`src/rtl/dly_sched_pkg.sv`:
```
// ----------------------------------------------------------------------------
// dly_sched_pkg
// Shared definitions for the delay-table command scheduler:
//   - state_t        : scheduler FSM state encoding (also exported on O_state)
//   - AWG_LSB        : LSB of the 4-bit AWG ID field in the 64-bit frame
//   - PORT_LSB       : LSB of the 4-bit DAC port field in the 64-bit frame
//   - DELAY_W        : width of the delay field (frame bits [23:0])
//   - DEFAULT_CMD_HEADER : delay-RAM write opcode placed in frame bits [63:32]
// ----------------------------------------------------------------------------
package dly_sched_pkg;

   typedef enum logic [2:0] {
      ST_IDLE      = 3'd0,
      ST_ISSUE     = 3'd1,
      ST_WAIT_BUSY = 3'd2,
      ST_WAIT_DONE = 3'd3,
      ST_GAP       = 3'd4
   } state_t;

   localparam int unsigned AWG_LSB  = 28;
   localparam int unsigned PORT_LSB = 24;
   localparam int unsigned DELAY_W  = 24;

   localparam logic [31:0] DEFAULT_CMD_HEADER = 32'h0200_2000;

endpackage

```
`src/rtl/dly_rr_arbiter.sv`:
```
// ----------------------------------------------------------------------------
// dly_rr_arbiter
// Purely combinational round-robin pick. Returns the first set request bit
// at or after the pointer, wrapping past N_REQ-1 back to 0.
// Ports:
//   req_i   [N_REQ-1:0] request vector
//   ptr_i   [PTR_W-1:0] highest-priority index (pointer register lives in the top)
//   grant_o [PTR_W-1:0] chosen index (0 when valid_o is low)
//   valid_o             at least one request is set
// ----------------------------------------------------------------------------
module dly_rr_arbiter #(
   parameter int unsigned N_REQ = 4,
   parameter int unsigned PTR_W = 2
) (
   input  logic [N_REQ-1:0] req_i,
   input  logic [PTR_W-1:0] ptr_i,
   output logic [PTR_W-1:0] grant_o,
   output logic             valid_o
);

   logic [PTR_W-1:0] idx;

   always_comb begin
      grant_o = '0;
      valid_o = 1'b0;
      idx     = '0;
      // Scan from the farthest offset back toward the pointer so the set bit
      // nearest the pointer is the last one written and therefore wins.
      for (int off = N_REQ - 1; off >= 0; off--) begin
         idx = PTR_W'((32'(ptr_i) + 32'(off)) % N_REQ);
         if (req_i[idx]) begin
            grant_o = idx;
            valid_o = 1'b1;
         end
      end
   end

endmodule

```
`src/rtl/delay_cmd_scheduler.sv`:
```
// ----------------------------------------------------------------------------
// delay_cmd_scheduler
// Shares one UART_TX_DATA 64-bit frame sender between N_REQ delay-table
// writers (one per AWG DAC port). Requests are granted round-robin, the frame
// {CMD_HEADER, awg_id[3:0], port[3:0], delay[23:0]} is latched at grant, the
// sender's data-valid is pulsed, and the sender's tx_ready is tracked until
// the frame has been shifted out, followed by GAP_CYCLES idle cycles.
//
// Handshake: I_req is a level held until O_ack pulses for that port; the
// frame is offered once via a one-cycle O_data_valid while I_tx_ready is high,
// accepted when I_tx_ready falls, and complete when I_tx_ready rises again.
//
// Optional feature macro: DLY_SCHED_TIMEOUT_EN
//   defined   : 16-bit accept/complete timeout, sticky O_err, frame dropped
//   undefined : FSM waits indefinitely, O_err tied 0
//
// Ports:
//   I_clk_10M     10 MHz UART clock
//   I_rst         asynchronous reset, active-high
//   I_req         per-port write request (level)
//   I_awg_id      per-port AWG ID, port k at [4k+3:4k]
//   I_delay       per-port delay, port k at [24k+23:24k]
//   O_ack         one-cycle capture pulse per port
//   O_data        frame to the sender
//   O_data_valid  one-cycle frame strobe to the sender
//   I_tx_ready    sender idle
//   O_busy        FSM not in IDLE
//   O_err         sticky timeout flag
//   O_state       current FSM state (state_t encoding) for observation
// ----------------------------------------------------------------------------
module delay_cmd_scheduler
   import dly_sched_pkg::*;
#(
   parameter int unsigned N_REQ          = 4,
   parameter logic [31:0] CMD_HEADER     = DEFAULT_CMD_HEADER,
   parameter int unsigned GAP_CYCLES     = 2,
   parameter int unsigned TIMEOUT_CYCLES = 2048
) (
   input  logic                   I_clk_10M,
   input  logic                   I_rst,
   input  logic [N_REQ-1:0]       I_req,
   input  logic [4*N_REQ-1:0]     I_awg_id,
   input  logic [24*N_REQ-1:0]    I_delay,
   output logic [N_REQ-1:0]       O_ack,
   output logic [63:0]            O_data,
   output logic                   O_data_valid,
   input  logic                   I_tx_ready,
   output logic                   O_busy,
   output logic                   O_err,
   output logic [2:0]             O_state
);

   localparam int unsigned PTR_W = (N_REQ > 1) ? $clog2(N_REQ) : 1;

   state_t             state_q, state_d;
   logic [PTR_W-1:0]   ptr_q, ptr_d;
   logic [PTR_W-1:0]   grant_q, grant_d;
   logic [N_REQ-1:0]   ack_q, ack_d;
   logic [63:0]        data_q, data_d;
   logic               valid_q, valid_d;
   logic [15:0]        gap_q, gap_d;

   logic [PTR_W-1:0]   arb_grant;
   logic               arb_valid;
   logic [3:0]         sel_awg;
   logic [DELAY_W-1:0] sel_delay;

   dly_rr_arbiter #(
      .N_REQ (N_REQ),
      .PTR_W (PTR_W)
   ) u_arb (
      .req_i   (I_req),
      .ptr_i   (ptr_q),
      .grant_o (arb_grant),
      .valid_o (arb_valid)
   );

   // Field mux for the port the arbiter currently picks.
   always_comb begin
      sel_awg   = '0;
      sel_delay = '0;
      for (int k = 0; k < N_REQ; k++) begin
         if (arb_grant == PTR_W'(k)) begin
            sel_awg   = I_awg_id[4*k +: 4];
            sel_delay = I_delay[DELAY_W*k +: DELAY_W];
         end
      end
   end

`ifdef DLY_SCHED_TIMEOUT_EN
   logic [15:0] to_q, to_d;
   logic        err_q, err_d;
   logic        to_hit;

   // Limit is the last count value, so the hit lands TIMEOUT_CYCLES cycles
   // after WAIT_BUSY is entered.
   assign to_hit = (to_q == 16'(TIMEOUT_CYCLES - 1));
`endif

   always_comb begin
      state_d = state_q;
      ptr_d   = ptr_q;
      grant_d = grant_q;
      ack_d   = '0;
      data_d  = data_q;
      gap_d   = gap_q;
      // The strobe is registered from ISSUE, so it appears one cycle after
      // O_ack and lasts exactly one cycle.
      valid_d = (state_q == ST_ISSUE);
`ifdef DLY_SCHED_TIMEOUT_EN
      to_d    = to_q;
      err_d   = err_q;
`endif

      unique case (state_q)
         ST_IDLE: begin
            if (arb_valid && I_tx_ready) begin
               grant_d          = arb_grant;
               ack_d[arb_grant] = 1'b1;
               data_d           = {CMD_HEADER, sel_awg, 4'(32'(arb_grant) + 32'd1), sel_delay};
               state_d          = ST_ISSUE;
            end
         end
         ST_ISSUE: begin
            ptr_d   = (32'(grant_q) == N_REQ - 1) ? '0 : grant_q + PTR_W'(1);
            state_d = ST_WAIT_BUSY;
         end
         ST_WAIT_BUSY: begin
            if (!I_tx_ready) state_d = ST_WAIT_DONE;
         end
         ST_WAIT_DONE: begin
            if (I_tx_ready) begin
               gap_d   = 16'(GAP_CYCLES);
               state_d = ST_GAP;
            end
         end
         ST_GAP: begin
            // A loaded value of 0 or 1 both leave after a single GAP cycle.
            if (gap_q <= 16'd1) state_d = ST_IDLE;
            else                gap_d   = gap_q - 16'd1;
         end
         default: state_d = ST_IDLE;
      endcase

`ifdef DLY_SCHED_TIMEOUT_EN
      if (state_q == ST_ISSUE) to_d = '0;
      if (state_q == ST_WAIT_BUSY || state_q == ST_WAIT_DONE) begin
         to_d = to_q + 16'd1;
         // Timeout abandons the frame; it is not retried.
         if (to_hit) begin
            err_d   = 1'b1;
            gap_d   = 16'(GAP_CYCLES);
            state_d = ST_GAP;
         end
      end
`endif
   end

   always_ff @(posedge I_clk_10M or posedge I_rst) begin
      if (I_rst) begin
         state_q <= ST_IDLE;
         ptr_q   <= '0;
         grant_q <= '0;
         ack_q   <= '0;
         data_q  <= '0;
         valid_q <= 1'b0;
         gap_q   <= '0;
      end else begin
         state_q <= state_d;
         ptr_q   <= ptr_d;
         grant_q <= grant_d;
         ack_q   <= ack_d;
         data_q  <= data_d;
         valid_q <= valid_d;
         gap_q   <= gap_d;
      end
   end

`ifdef DLY_SCHED_TIMEOUT_EN
   always_ff @(posedge I_clk_10M or posedge I_rst) begin
      if (I_rst) begin
         to_q  <= '0;
         err_q <= 1'b0;
      end else begin
         to_q  <= to_d;
         err_q <= err_d;
      end
   end

   assign O_err = err_q;
`else
   // No timeout hardware in this build; TIMEOUT_CYCLES is kept so both
   // builds share one parameter list.
   if (TIMEOUT_CYCLES == 0) begin : g_timeout_unused
   end
   assign O_err = 1'b0;
`endif

   assign O_ack        = ack_q;
   assign O_data       = data_q;
   assign O_data_valid = valid_q;
   assign O_busy       = (state_q != ST_IDLE);
   assign O_state      = state_q;

endmodule
```
`config.mk`:
```
export PLATFORM = sky130hd
export DESIGN_NAME = delay_cmd_scheduler
export DESIGN_NICKNAME = d
export VERILOG_FILES = /design/src/rtl/dly_sched_pkg.sv /design/src/rtl/dly_rr_arbiter.sv /design/src/rtl/delay_cmd_scheduler.sv
export SDC_FILE = /design/constraint.sdc
export NUM_CORES = 1
export LEC_CHECK = 0
export CAP_MARGIN = 10
export CORE_MARGIN = 4
export CORE_UTILIZATION = 41
export CTS_CLUSTER_DIAMETER = 40
export DETAILED_ROUTE_END_ITERATION = 6
export GPL_TIMING_DRIVEN = 0
export PLACE_DENSITY = 0.82
export SKIP_CTS_REPAIR_TIMING = 1
export SYNTH_ARGS = -nofsm -noshare
export SYNTH_HDL_FRONTEND = slang
export SYNTH_SLANG_ARGS = --single-unit
```
`constraint.sdc`:
```
create_clock -name I_clk_10M -period 3 [get_ports I_clk_10M]
set_input_delay 0.3 -clock I_clk_10M [delete_from_list [all_inputs] [get_ports I_clk_10M]]
set_output_delay 0.3 -clock I_clk_10M [all_outputs]
set_load 0.03 [all_outputs]
```
# [After elaboration in Yosys (flattened, before gate mapping)]
# Index checks and enable logic that the tools add are counted.
[word_totals] ff_bits=61 inputBits=119 output_inout_bits=74 word_cells=79
[classes] addsub=6 order_cmp=7 eq_ne=13 mux=37 n_reduce_logical=9
[ops] cell="24-bit 2-to-1 mux" count=4
[ops] cell="16-bit 2-to-1 mux" count=2
[ops] cell="16-bit one-hot mux with 2 select lines" count=1
[ops] cell="4-bit 2-to-1 mux" count=6
[ops] cell="16-bit by 1-bit <= comparator with 1-bit output (second input constant)" count=1
[ops] cell="16-bit by 1-bit subtractor with 16-bit output (second input constant)" count=1
[ops] cell="2-bit by 3-bit < comparator with 1-bit output (second input constant)" count=5
[ops] cell="3-bit one-hot mux with 5 select lines" count=1
[ops] cell="3-bit 2-to-1 mux" count=4
[ops] cell="2-bit 2-to-1 mux" count=5
[ops] cell="2-bit != test (second input constant)" count=5
[ops] cell="1-bit 2-to-1 mux" count=9
[ops] cell="1-bit binary-select mux with 2-bit select" count=4
[ops] cell="2-bit == test (second input constant)" count=3
[ops] cell="3-bit by 2-bit == test with 1-bit output (second input constant)" count=2
[ops] cell="2-bit by 1-bit adder with 2-bit output (second input constant)" count=2
[ops] cell="2-bit adder (second input constant)" count=2
[ops] cell="4-bit AND reduction" count=1
[ops] cell="2-bit by 1-bit adder with 3-bit output (second input constant)" count=1
[ops] cell="3-bit by 1-bit == test with 1-bit output (second input constant)" count=1
[ops] cell="3-bit == test (second input constant)" count=1
[ops] cell="3-bit zero test" count=1
[ops] cell="3-bit AND reduction" count=1
[ops] cell="3-bit nonzero test" count=1
[ops] cell="7 further kinds" count=8

# [Longest topological paths before layout]
[logic_depth] depth_word=13 ltp_mapped=11 mapped_depth_nobuf=9

# [Cells and area by module]
# Synthesis repeated with hierarchy kept, for this count alone.
[hier_totals] hier_cells=451 area_unflattened_um2=3908.7
[modules_own_cells] module="delay_cmd_scheduler" n_inst=1 cells_per_inst=438 area_each_um2=3831.2 seq_area_each_um2=1501.4
[modules_own_cells] module="dly_rr_arbiter" n_inst=1 cells_per_inst=13 area_each_um2=77.6 seq_area_each_um2=0.0

# [Least setup slack after synthesis]
# OpenSTA, ideal clock, no wires.
[synth_timing] path_kind="reg-to-reg" start="reg state_q[2] (netlist: O_state[2])" end="reg gap_q[9]" setup_ps=78 arrival_ps=2203 required_time_ps=2922 slack_ps=718 stages_incl_launch_ff=6 n_path_buf=1 period_less_slack_ps=2282 path_cell_list="dfrtp_1 clkbuf_2 or3b_2 or3_2 or4_1 a21oi_1"
[synth_between] elab_chain_len=3 word_cells_on_any_way=7 classes_between="eq/ne: 4; mux: 1; reduce/logical: 2"
[synth_lines] item="start: declaration" line_no="delay_cmd_scheduler.sv:55" text="state_t state_q, state_d;"
[synth_lines] item="start signal: assignment" line_no="delay_cmd_scheduler.sv:169" text="state_q <= state_d;"
[synth_lines] item="3-bit == test or 3-bit by 2-bit == test with 1-bit output (tied branches)" line_no="delay_cmd_scheduler.sv:115" text="unique case (state_q)"
[synth_lines] item="2-bit != test (no line) or 2-bit nonzero test (tied branches)"
[synth_lines] item="3-bit AND reduction (no line)"
[synth_lines] item="end signal: assignment" line_no="delay_cmd_scheduler.sv:175" text="gap_q <= gap_d;"
[synth_lines] item="end: declaration" line_no="delay_cmd_scheduler.sv:61" text="logic [15:0] gap_q, gap_d;"
# Several ways; a longest one is shown, not always the timed one.
# A chain may end at the register's enable or synchronous reset.

# [Final worst setup path]
[layout_timing] start="in I_req[0]" end="reg data_q[3] (netlist: O_data[3])"
[layout_between] elab_chain_len=11 word_cells_on_any_way=26 classes_between="eq/ne: 3; mux: 20; reduce/logical: 3"
[layout_lines] item="start: declaration" line_no="delay_cmd_scheduler.sv:41" text="input logic [N_REQ-1:0] I_req,"
[layout_lines] item="1-bit binary-select mux with 2-bit select" line_no="dly_rr_arbiter.sv:31" text="if (req_i[idx]) begin"
[layout_lines] item="1-bit 2-to-1 mux (implied by the code)" line_no="dly_rr_arbiter.sv:31"
[layout_lines] item="2-bit 2-to-1 mux (4 in series)" line_no="dly_rr_arbiter.sv:31"
[layout_lines] item="2-bit zero test" line_no="delay_cmd_scheduler.sv:83" text="if (arb_grant == PTR_W'(k)) begin"
[layout_lines] item="24-bit 2-to-1 mux (4 in series)" line_no="delay_cmd_scheduler.sv:83"
[layout_lines] item="end signal: assignment" line_no="delay_cmd_scheduler.sv:173" text="data_q <= data_d;"
[layout_lines] item="end: declaration" line_no="delay_cmd_scheduler.sv:59" text="logic [63:0] data_q, data_d;"
# Several ways; a longest one is shown, not always the timed one. The select of a mux whose other input is x is not followed.

==> impl_metrics.ini <==
[status]
status = complete, no violations

[routing]
dr_total_vias = 4158
postRouteAntennaNets = 0
drt_iter0_markers = 214
first_pass_iters = 5
postRouteWirelength_microns = 13100
wl_per_cell_microns = 16.4
via_per_inst = 5.20
drc = 0

[worst_setup_path]
crit_required_ns = 3.27
critPathCapture = O_data[3]
crit_fanout = 10
startpoint = I_req[0]
rrSetupSlack_ns = 0.20
cp.arrival_ns = 3.12
timing.rr.start = ptr_q[1]
worst_r2r_path_depth = 10
critPathLaunchType = input port
r2r_end = O_data[3]
worstSetupEndpointType = flip-flop
critPathKind = input port to flip-flop

[floorplan]
die_w_microns = 105
die_h_microns = 105
ios = 193
die_area_sq_mm = 0.0110
core_sq_mm = 0.00915
initial_core_util = 0.419
num_rows = 35

[yosys]
syn_inst = 480
synthTopCellsByCount = a21oi_1 (98), dfrtp_1 (60), nor2_1 (41)
synth_edf_count = 0
synth-main-ff-cell = dfrtp_1
synth_seq_area_share = 0.392
synthTopCellsByArea = dfrtp_1 (39%), a21oi_1 (13%), buf_4 (6.5%)
yosysMostFrequentCell = a21oi_1
synthArstFlopShare = 1.00
synth_cell_types = 44
yosys.area.top_type_share = 0.392
yosysTopAreaCell = dfrtp_1
syn_avg_cell_area_sq_um = 7.99
ys_warn_count = 0
synth_seq_cells = 60
netlist_area_sq_mm = 0.00383

[placement]
hpwl_microns = 10200
place_inst = 783
gp_congestion = 0.883
io_buffers = 160

[clock_tree]
cts_buffers = 9
cts_tree = done
htree_levels = 3
clk_pin_slew_ns = 0.07
clockBufferDepth = 2
root_buffer = clkbuf_8
cts.sinks = 60
worstSkewPairLatency_ns = 0.34

[finish]
multiInputGateArea_sq_mm = 0.00192
fillers = 763
nNetsFinal = 809
diodes = 0
layout-drive-gt1-share = 0.108
syn_to_final_growth_pct = 54.5
seq_area_sq_mm = 0.00150
stdcell_count = 799

[global_route]
overflow = 0
grt_use_total = 0.235
grt_pass1_wl_microns = 20600
grt_max_degree = 42
grt_pass1_vias = 4140
antenna_found_initial = 0

[sta]
fin_crit_ns = 2.86
final-setup-viol-count = 0
hold_viol = 0
finalSetupTns_ns = 0
fmax_mhz = 350
slew_headroom = 0.421
rsz0062_at_grt = false
slew_violations = 0
finClkSkew_ns = 0.00766
period_share = 0.952
worst_slew_pin_slew_ns = 0.860

[pwr]
vdd_drop_max_v = 0.000470
power_density_mw_per_mm2 = 967
total_power_uw = 5720
p_leak_uw = 0.00265

[job]
cap_violations = 0

[min_path]
hp-class = input port to asynchronous set/reset pin
-- worst min path at each step --
stage	to	from
after floorplan	gap_q[7]	gap_q[7]
after global placement	gap_q[7]	gap_q[7]
after detailed placement	O_data[26]	O_data[26]
after CTS	O_data[30]	I_rst
after global routing	O_data[2]	I_rst
final	O_data[5]	I_rst
-- per-layer routing --
metal	vias up	global-route usage	part of all wire
li1	1998	-	-
met1	1924	0.274	0.38
met2	205	0.409	0.51
met3	31	0.0766	0.088
met4	0	0.0769	0.024
met5	-	0	0
-- placed cells by master (no fill, tap or decap), drive strengths merged, types with 4 or more instances in the layout --
| master | n |
|---|---|
| a21oi | 98 |
| a22oi | 28 |
| and2 | 4 |
| buf | 42 |
| clkbuf | 38 |
| clkdlybuf4s50 | 160 |
| clkinv | 4 |
| conb | 32 |
| dfrtp | 60 |
| ha | 7 |
| inv | 36 |
| mux2i | 9 |
| nand2 | 37 |
| nand2b | 4 |
| nor2 | 41 |
| nor3 | 5 |
| nor4 | 5 |
| o21ai | 32 |
| o31ai | 4 |
| or2 | 4 |
| or3 | 8 |
| or4 | 5 |
-- power by group --
part,total [uW],internal [uW],switching (uW)
Sequential,1450,1170,271
Combinational,3530,1450,2080
Clock,750,423,327
-- area by class of cell --
cell class | instances | share of cell area
buffer | 68 | 0.0676
clock inverter | 5 | 0.00845
timing repair buffer | 161 | 0.274
multi-input combinational | 347 | 0.325
tap | 111 | 0.0235
inverter | 36 | 0.0228
sequential | 60 | 0.254
clock buffer | 11 | 0.0256
-- cells by family (layout without fill, tap and decap cells) --
kind of cell    Yosys count  in the layout  synth area share
flops                    60             60             0.392
other cells               1             32          0.000978
simple gates            125            125             0.162
fa+ha+maj                 7              7            0.0228
xor+xnor                  1              1           0.00229
compound gates          170            170             0.250
mux                      12             12            0.0323
buf+inv                 104            281             0.138
-- worst max-delay path: stages --
cell,delay [ns]
clkdlybuf4s50_1,0.55
a21oi_1,0.09
o21a_1,0.17
o22ai_1,0.39
ha_1,0.28
clkbuf_1,0.38
clkbuf_2,0.34
nand2_1,0.08
o21ai_0,0.23
a22oi_1,0.13
a21oi_1,0.17
-- state kept, by name (all words and copies together), names as in the netlist --
signal        count
grant_q           2
gap_q            16
O_state           3
O_ack             4
O_data           32
O_data_valid      1
ptr_q             2
-- through the flow --
stage / instance area, sq um / hold slack, ns / setup WS, ns / utilization
after CTS: 5910 / 0.299 / -0.0262 / 0.646
after floorplan: 3950 / 0.465 / 0.718 / -
after global routing: 5920 / 0.316 / 0.0238 / 0.647
after global placement: 5690 / 0.484 / -0.105 / 0.622
final: 5920 / 0.286 / 0.143 / 0.647
after detailed placement: 5710 / 0.503 / -0.265 / 0.624
Note: power is estimated with default switching activity, not from simulation.
